$ cat config.mk
export PLATFORM = sky130hd
export DESIGN_NAME = subunit_rr_scheduler
export DESIGN_NICKNAME = d
export VERILOG_FILES = /design/src/rtl/subunit_rr_scheduler_pkg.sv /design/src/rtl/subunit_rr_scheduler_pick.sv /design/src/rtl/subunit_rr_scheduler.sv
export SDC_FILE = /design/constraint.sdc
export NUM_CORES = 1
export LEC_CHECK = 0
export ABC_AREA = 1
export ABC_CLOCK_PERIOD_IN_PS = 5370
export CAP_MARGIN = 20
export CORE_ASPECT_RATIO = 1.25
export CORE_MARGIN = 2
export CORE_UTILIZATION = 40
export CTS_BUF_LIST = sky130_fd_sc_hd__clkbuf_4
export DETAILED_ROUTE_END_ITERATION = 10
export HOLD_SLACK_MARGIN = 0.06
export SLEW_MARGIN = 15
export SYNTH_ARGS = -nofsm -noshare
export SYNTH_HDL_FRONTEND = slang
export SYNTH_SLANG_ARGS = --single-unit
$ cat constraint.sdc
create_clock -name clk -period 5.37 [get_ports clk]
set_clock_uncertainty 0.2 [all_clocks]
set_input_delay 0.8055 -clock clk [delete_from_list [all_inputs] [get_ports clk]]
set_output_delay 0.8055 -clock clk [all_outputs]
set_load 0.005 [all_outputs]
$ cat src/rtl/subunit_rr_scheduler_pkg.sv
// Shared types and the rotate-priority pick used by the sub-unit round-robin scheduler.
package subunit_rr_scheduler_pkg;

  localparam int DEFAULT_N_REQ = 5;
  localparam int MAX_REQ       = 8;

  typedef enum logic [1:0] {
    IDLE,
    GRANT,
    GAP
  } state_t;

  typedef struct packed {
    logic       found;
    logic [2:0] idx;
  } rr_pick_t;

  // First set bit strictly after 'last', wrapping modulo n_req; 'last' itself is checked last.
  function automatic rr_pick_t rr_pick(input logic [MAX_REQ-1:0] req,
                                       input logic [2:0]         last,
                                       input int                 n_req);
    rr_pick_t res;
    int       idx;
    res = '0;
    for (int k = 1; k <= MAX_REQ; k++) begin
      idx = (int'(last) + k) % n_req;
      if (k <= n_req && !res.found && req[idx]) begin
        res.found = 1'b1;
        res.idx   = idx[2:0];
      end
    end
    return res;
  endfunction

endpackage

$ cat src/rtl/subunit_rr_scheduler_pick.sv
// Combinational rotate-priority encoder: picks the next requester after the last one served.
module subunit_rr_pick
  import subunit_rr_scheduler_pkg::*;
#(
  parameter int N_REQ = DEFAULT_N_REQ,
  parameter int ID_W  = 3
) (
  input  logic [N_REQ-1:0] req,
  input  logic [ID_W-1:0]  last,
  output logic [ID_W-1:0]  sel,
  output logic             found
);

  logic [MAX_REQ-1:0] req_ext;
  logic [2:0]         last_ext;
  rr_pick_t           pick;

  assign req_ext  = MAX_REQ'(req);
  assign last_ext = 3'(last);
  assign pick     = rr_pick(req_ext, last_ext, N_REQ);
  assign sel      = ID_W'(pick.idx);
  assign found    = pick.found;

endmodule

$ cat src/rtl/subunit_rr_scheduler.sv
// Round-robin owner of a shared resource across sibling sub-units, with a hold timeout.
//
//   state | meaning
//   IDLE  | no grant; pick next requester after 'last'
//   GRANT | one unit owns the resource; wait for done, withdraw or hold limit
//   GAP   | one dead cycle after release before the next pick
module subunit_rr_scheduler
  import subunit_rr_scheduler_pkg::*;
#(
  parameter int N_REQ    = DEFAULT_N_REQ,
  parameter int MAX_HOLD = 16,
  parameter int ID_W     = 3
) (
  input  logic             clk,
  input  logic             rst,
  input  logic [N_REQ-1:0] req,
  input  logic [N_REQ-1:0] done,
  output logic [N_REQ-1:0] grant,
  output logic [ID_W-1:0]  grant_id,
  output logic             busy,
  output logic             timeout
);

  localparam int              CNT_W     = $clog2(MAX_HOLD);
  localparam logic [CNT_W-1:0] CNT_LAST  = CNT_W'(MAX_HOLD - 1);
  localparam logic [ID_W-1:0]  LAST_INIT = ID_W'(N_REQ - 1);

  state_t           state, state_nxt;
  logic [N_REQ-1:0] grant_nxt;
  logic [ID_W-1:0]  grant_id_nxt, last, last_nxt, sel;
  logic             busy_nxt, timeout_nxt, found;
  logic [CNT_W-1:0] cnt, cnt_nxt;
  logic             own_done, own_req, at_limit;

  subunit_rr_pick #(
    .N_REQ (N_REQ),
    .ID_W  (ID_W)
  ) u_pick (
    .req   (req),
    .last  (last),
    .sel   (sel),
    .found (found)
  );

  // Only the granted unit's done/req bits matter; everything else is ignored.
  assign own_done = done[grant_id];
  assign own_req  = req[grant_id];
  assign at_limit = (cnt == CNT_LAST);

  always_comb begin
    state_nxt    = state;
    grant_nxt    = grant;
    grant_id_nxt = grant_id;
    busy_nxt     = busy;
    timeout_nxt  = 1'b0;
    last_nxt     = last;
    cnt_nxt      = cnt;
    case (state)
      IDLE: begin
        if (found) begin
          state_nxt    = GRANT;
          grant_nxt    = N_REQ'(1) << sel;
          grant_id_nxt = sel;
          busy_nxt     = 1'b1;
          last_nxt     = sel;
          cnt_nxt      = '0;
        end
      end
      GRANT: begin
        if (!at_limit) cnt_nxt = cnt + CNT_W'(1);
        if (own_done || !own_req || at_limit) begin
          state_nxt   = GAP;
          grant_nxt   = '0;
          busy_nxt    = 1'b0;
          timeout_nxt = !own_done && own_req;
        end
      end
      GAP:     state_nxt = IDLE;
      default: state_nxt = IDLE;
    endcase
  end

  always_ff @(posedge clk) begin
    if (rst) begin
      state    <= IDLE;
      grant    <= '0;
      grant_id <= '0;
      busy     <= 1'b0;
      timeout  <= 1'b0;
      last     <= LAST_INIT;
      cnt      <= '0;
    end else begin
      state    <= state_nxt;
      grant    <= grant_nxt;
      grant_id <= grant_id_nxt;
      busy     <= busy_nxt;
      timeout  <= timeout_nxt;
      last     <= last_nxt;
      cnt      <= cnt_nxt;
    end
  end

endmodule

======== Yosys cells after proc, flatten, opt, wreduce, memory -nomap -nowiden ========
Cells that the tools add are included.
storage, ports and cells
  bits in registers ....................... 19
  bits in latches ......................... 0
  RAM bits ................................ 0
  bits in read-only memories .............. 0
  output and inout bits ................... 10
  word-level logic and storage cells ...... 88
  memories ................................ 0
operators by class
  add/sub/neg operators ................... 6
  multiply operators ...................... 0
  divide/modulo/power cells ............... 5
  magnitude comparators ................... 6
  equal/unequal tests ..................... 5
  shift operators ......................... 1
  muxes and demuxes ....................... 36
  bitwise logic cells ..................... 2
  reduce and logical (&&, ||, !) cells .... 20
operators with widths
  operator                                                               number
  32-bit by 5-bit < comparator with 1-bit output, second input constant  5
  32-bit by 4-bit modulo with 32-bit output, second input constant       5
  4-bit 2-to-1 mux                                                       7
  1-bit binary-select mux with 3-bit select                              7
  1-bit 2-to-1 mux                                                       14
  5-bit 2-to-1 mux                                                       2
  5-bit one-hot mux with 2 select lines                                  1
  3-bit by 2-bit adder with 4-bit output, second input constant          2
  3-bit by 3-bit adder with 4-bit output, second input constant          2
  4-bit one-hot mux with 2 select lines                                  1
  1-bit logical NOT                                                      6
  3-bit AND reduction                                                    2
  1-bit logical AND                                                      5
  1-bit by 3-bit << shifter with 5-bit output, first input constant      1
  3-bit by 1-bit adder with 4-bit output, second input constant          1
  4-bit by 1-bit adder with 4-bit output, second input constant          1
  4-bit equality test, second input constant                             1
  3-bit by 4-bit < comparator with 1-bit output, second input constant   1
  2-bit 2-to-1 mux                                                       2
  2-bit != test, second input constant                                   2
  2-bit one-hot mux with 2 select lines                                  1
  2-bit AND reduction                                                    2
  3-bit OR reduction                                                     1
  2-bit by 1-bit equality test with 1-bit output, second input constant  1
  other kinds (6)                                                        8

======== Longest topological paths before layout ========
  depth in word-level cells ............... 21
  mapped depth ............................ 31

======== Hierarchy ========
Synthesis repeated with hierarchy kept, for this count alone.
unflattened totals
  cells, all modules ...................... 368
  area, all modules ....................... 2461.1 sq um
modules (own cells, without submodules)
  module                instances  cells an instance  area each (sq um)
  subunit_rr_pick       1          266                1625.3
  subunit_rr_scheduler  1          102                835.8

======== Worst setup path after synthesis ========
Ideal clock, no wire load.
  path type ............................... reg2reg
  start ................................... reg, netlist name grant_id[0]
  end ..................................... reg cnt[1]
  arrival ................................. 3526 ps
  data required time ...................... 5055 ps
  setup slack ............................. 1529 ps
  cell stages (with the launch flop) ...... 29
  clock period less this slack ............ 3841 ps
  cells stage by stage .................... dfxtp_1 -> buf_6 -> inv_2 -> ha_1 -> buf_2 -> inv_1 -> ha_1 -> inv_1 -> nand4_1 -> nand2_1 -> xor2_1 -> ha_1 -> inv_1 -> nand2_1 -> nand3_2 -> nand2_2 -> nand2_2 -> nand2_2 -> nand2_1 -> nand3_2 -> nand2_2 -> nand2_2 -> nand2_4 -> nor2_4 -> nand2_4 -> o21bai_4 -> nand2_4 -> o21ai_1 -> nor2_1
RTL lines
  element                 RTL line                    RTL
  end signal: assignment  subunit_rr_scheduler.sv:99  cnt <= cnt_nxt;
  end: declaration        subunit_rr_scheduler.sv:32  logic [CNT_W-1:0] cnt, cnt_nxt;

==> impl_metrics.toml <==
[global_route]
grt_max_degree = 24
grt_pass1_wl_um = 10550
grt_overflow = 0
antenna_found_initial = 0
grt_use_total = 0.1911
grt_pass1_vias = 2407

[synthesis]
ys.flop_type = "dfxtp_1"
ys_seq_elements = 17
ys_types = 36
synth_cells = 408
async_flop_share = 0
ys_seq_area_frac = 0.1365
synth_edf_count = 0
synth_top_area_frac = 0.1686
syn-cell-area_um2 = 2494
synth_top_cell_by_area = "nand2_1"
synth_nets = 447
yosysWarnings = 0
netlist_top_cells_area = "nand2_1 17%, dfxtp_1 14%, ha_1 14%"
synth_area_per_cell_um2 = 6.112

[routing]
post-route-drc-count = 0
routed-wl-met2_um = 3065
wl_met3_um = 217
routedWlPerCell_um = 12.12
drt_first_iter_violations = 141
ant_nets = 0
drt_pass1_iterations = 4
wl_met1_um = 2661
num_vias = 2530
viasPerCell = 4.961
top_layer_used = "met4"
routed_wl_um = 6181

[clocking]
cts_root_buf = "clkbuf_4"
cts_hold_buf = 0
cts_buffers = 3
clkSinkCount = 17
clock_latency_ns = 0.29
cts_buffer_depth = 2
htreeDepth = 1
post_cts_resized = 0
clkTransAtPathRegs_ns = 0.10
cts_setup_buffers = 0
cts_tree = "done"

[timing]
worst_pin_slew_ns = 0.5908
finalCritPeriodShare = 0.8349
layout_min_cycle_time_ns = 4.483
finalSetupViolCount = 0
rsz0062_at_grt = "false"
report.final.slew_viol_count = 0
max_freq_ghz = 0.2231
slew_headroom = 0.6056
tns_ns = 0
hold_violations = 0

[setup_path]
path_buf_inv = 5
crit_path_start_kind = "flop"
critPathSlowestCell = "dfxtp_1"
crit_required_ns = 5.42
path_delay_family = "simple AND/OR/NAND/NOR gates"
worstSetupPathType = "reg2reg"
critical_path.max_stage_delay_ns = 0.62
crit_arrival_ns = 4.53
endpoint_kind = "flop"
worstPathMaxFanout = 13

[floorplan]
die_x_um = 74.62
dieHeight_um = 92.28
core_area_um2 = 6086
io_pins = 22
initial_utilization = 0.4097
row_count = 32
die_area_um2 = 6886

[layout]
drive_gt1_frac = 0.1388
layout_commonest_cell = "nand2_1"
final_cell_mix = "112 x nand2_1, 57 x nand3_1, 50 x inv_1, 27 x ha_1, 23 x nand2_2"
diodes = 0
areaGrowthSynthToFinish_pct = 11.74
fin_nets = 465

[worst_hold_path]
hold_path_class = "reg2reg"

[placement]
io_buffers = 21
hpwl_um = 5074
gp_congestion = 0.8885

[run_status]
outcome = "finished, final reports clean"

[job]
maxCapViolations = 0
[cells by family after synthesis]
| group | count (synthesis) | synth area share |
|---|---|---|
| AND/OR/NAND/NOR | 247 | 0.4892 |
| buffers and inverters | 66 | 0.1129 |
| AO/OA/AOI/OAI | 46 | 0.1084 |
| XOR/XNOR | 5 | 0.01756 |
| flip-flops | 17 | 0.1365 |
| adder cells (fa/ha/maj) | 27 | 0.1355 |
[flip-flops by register name, summed over array words and instances (netlist names)]
register and flops:
cnt 4, timeout 1, state 2, grant 5, busy 1, last 1, grant_id 3
[tightest hold or removal path, cell delays in order (launching register included)]
cell	delay (ns)
dfxtp_1	0.32
nand2_1	0.06
a21oi_1	0.05
[per-stage QoR]
| step | utilization | cells | hold WS [ns] | worst slack, ns | area, um^2 |
|---|---|---|---|---|---|
| final | 0.4579 | 510 | 0.2658 | 0.8868 | 2786 |
| after CTS | 0.4579 | 510 | 0.2673 | 0.8470 | 2786 |
| after global routing | 0.4579 | 510 | 0.2805 | 0.4491 | 2786 |
| after floorplan | - | 408 | 0.2555 | 1.529 | 2494 |
| after global placement | 0.4533 | 506 | 0.2517 | 1.023 | 2759 |
| after detailed placement | 0.4533 | 506 | 0.2522 | 0.8770 | 2759 |
[cell usage after synthesis (2+ instances only)]
master,count
nand2_2,23
nand4_1,6
nand3_1,57
nand2_1,112
o21ai_1,6
nor2_1,21
a21oi_1,16
clkbuf_1,3
buf_6,2
dfxtp_1,17
nor2_2,3
or2_2,2
xor2_1,4
inv_1,50
nand2_4,4
nor2_4,2
buf_2,2
nand3_2,7
buf_4,2
o21ai_2,2
inv_2,5
o211ai_1,5
ha_1,27
nor3_1,5
o21ai_0,14
[final timing paths]
kind / startpoint / end / cells past startpoint / slack (ns)
setup / recovery: grant_id[1] / grant_id[2] / 27 / 0.89
hold / removal: grant[3] / grant[3] / 2 / 0.27
setup reg to reg: grant_id[1] / grant_id[2] / 27 / 0.89
hold reg to reg: grant[3] / grant[3] / 2 / 0.27
[layer usage]
layer,vias up,GRT usage
li1,1355,-
met1,1095,0.2355
met2,64,0.3363
met3,16,0.008791
met4,0,0.07887
met5,-,0
[layout make-up]
type | instances | area (um^2)
Tap cell | 85 | 106.4
Timing Repair Buffer | 22 | 217.7
Inverter | 57 | 222.7
Multi-Input combinational cell | 325 | 1872
Fill cell | 645 | 3299
Clock inverter | 1 | 5.005
Sequential cell | 17 | 340.3
Clock buffer | 3 | 22.52
Power is not shown: default switching activity piles up to over one toggle a cycle in this logic, so the estimate is an artifact.
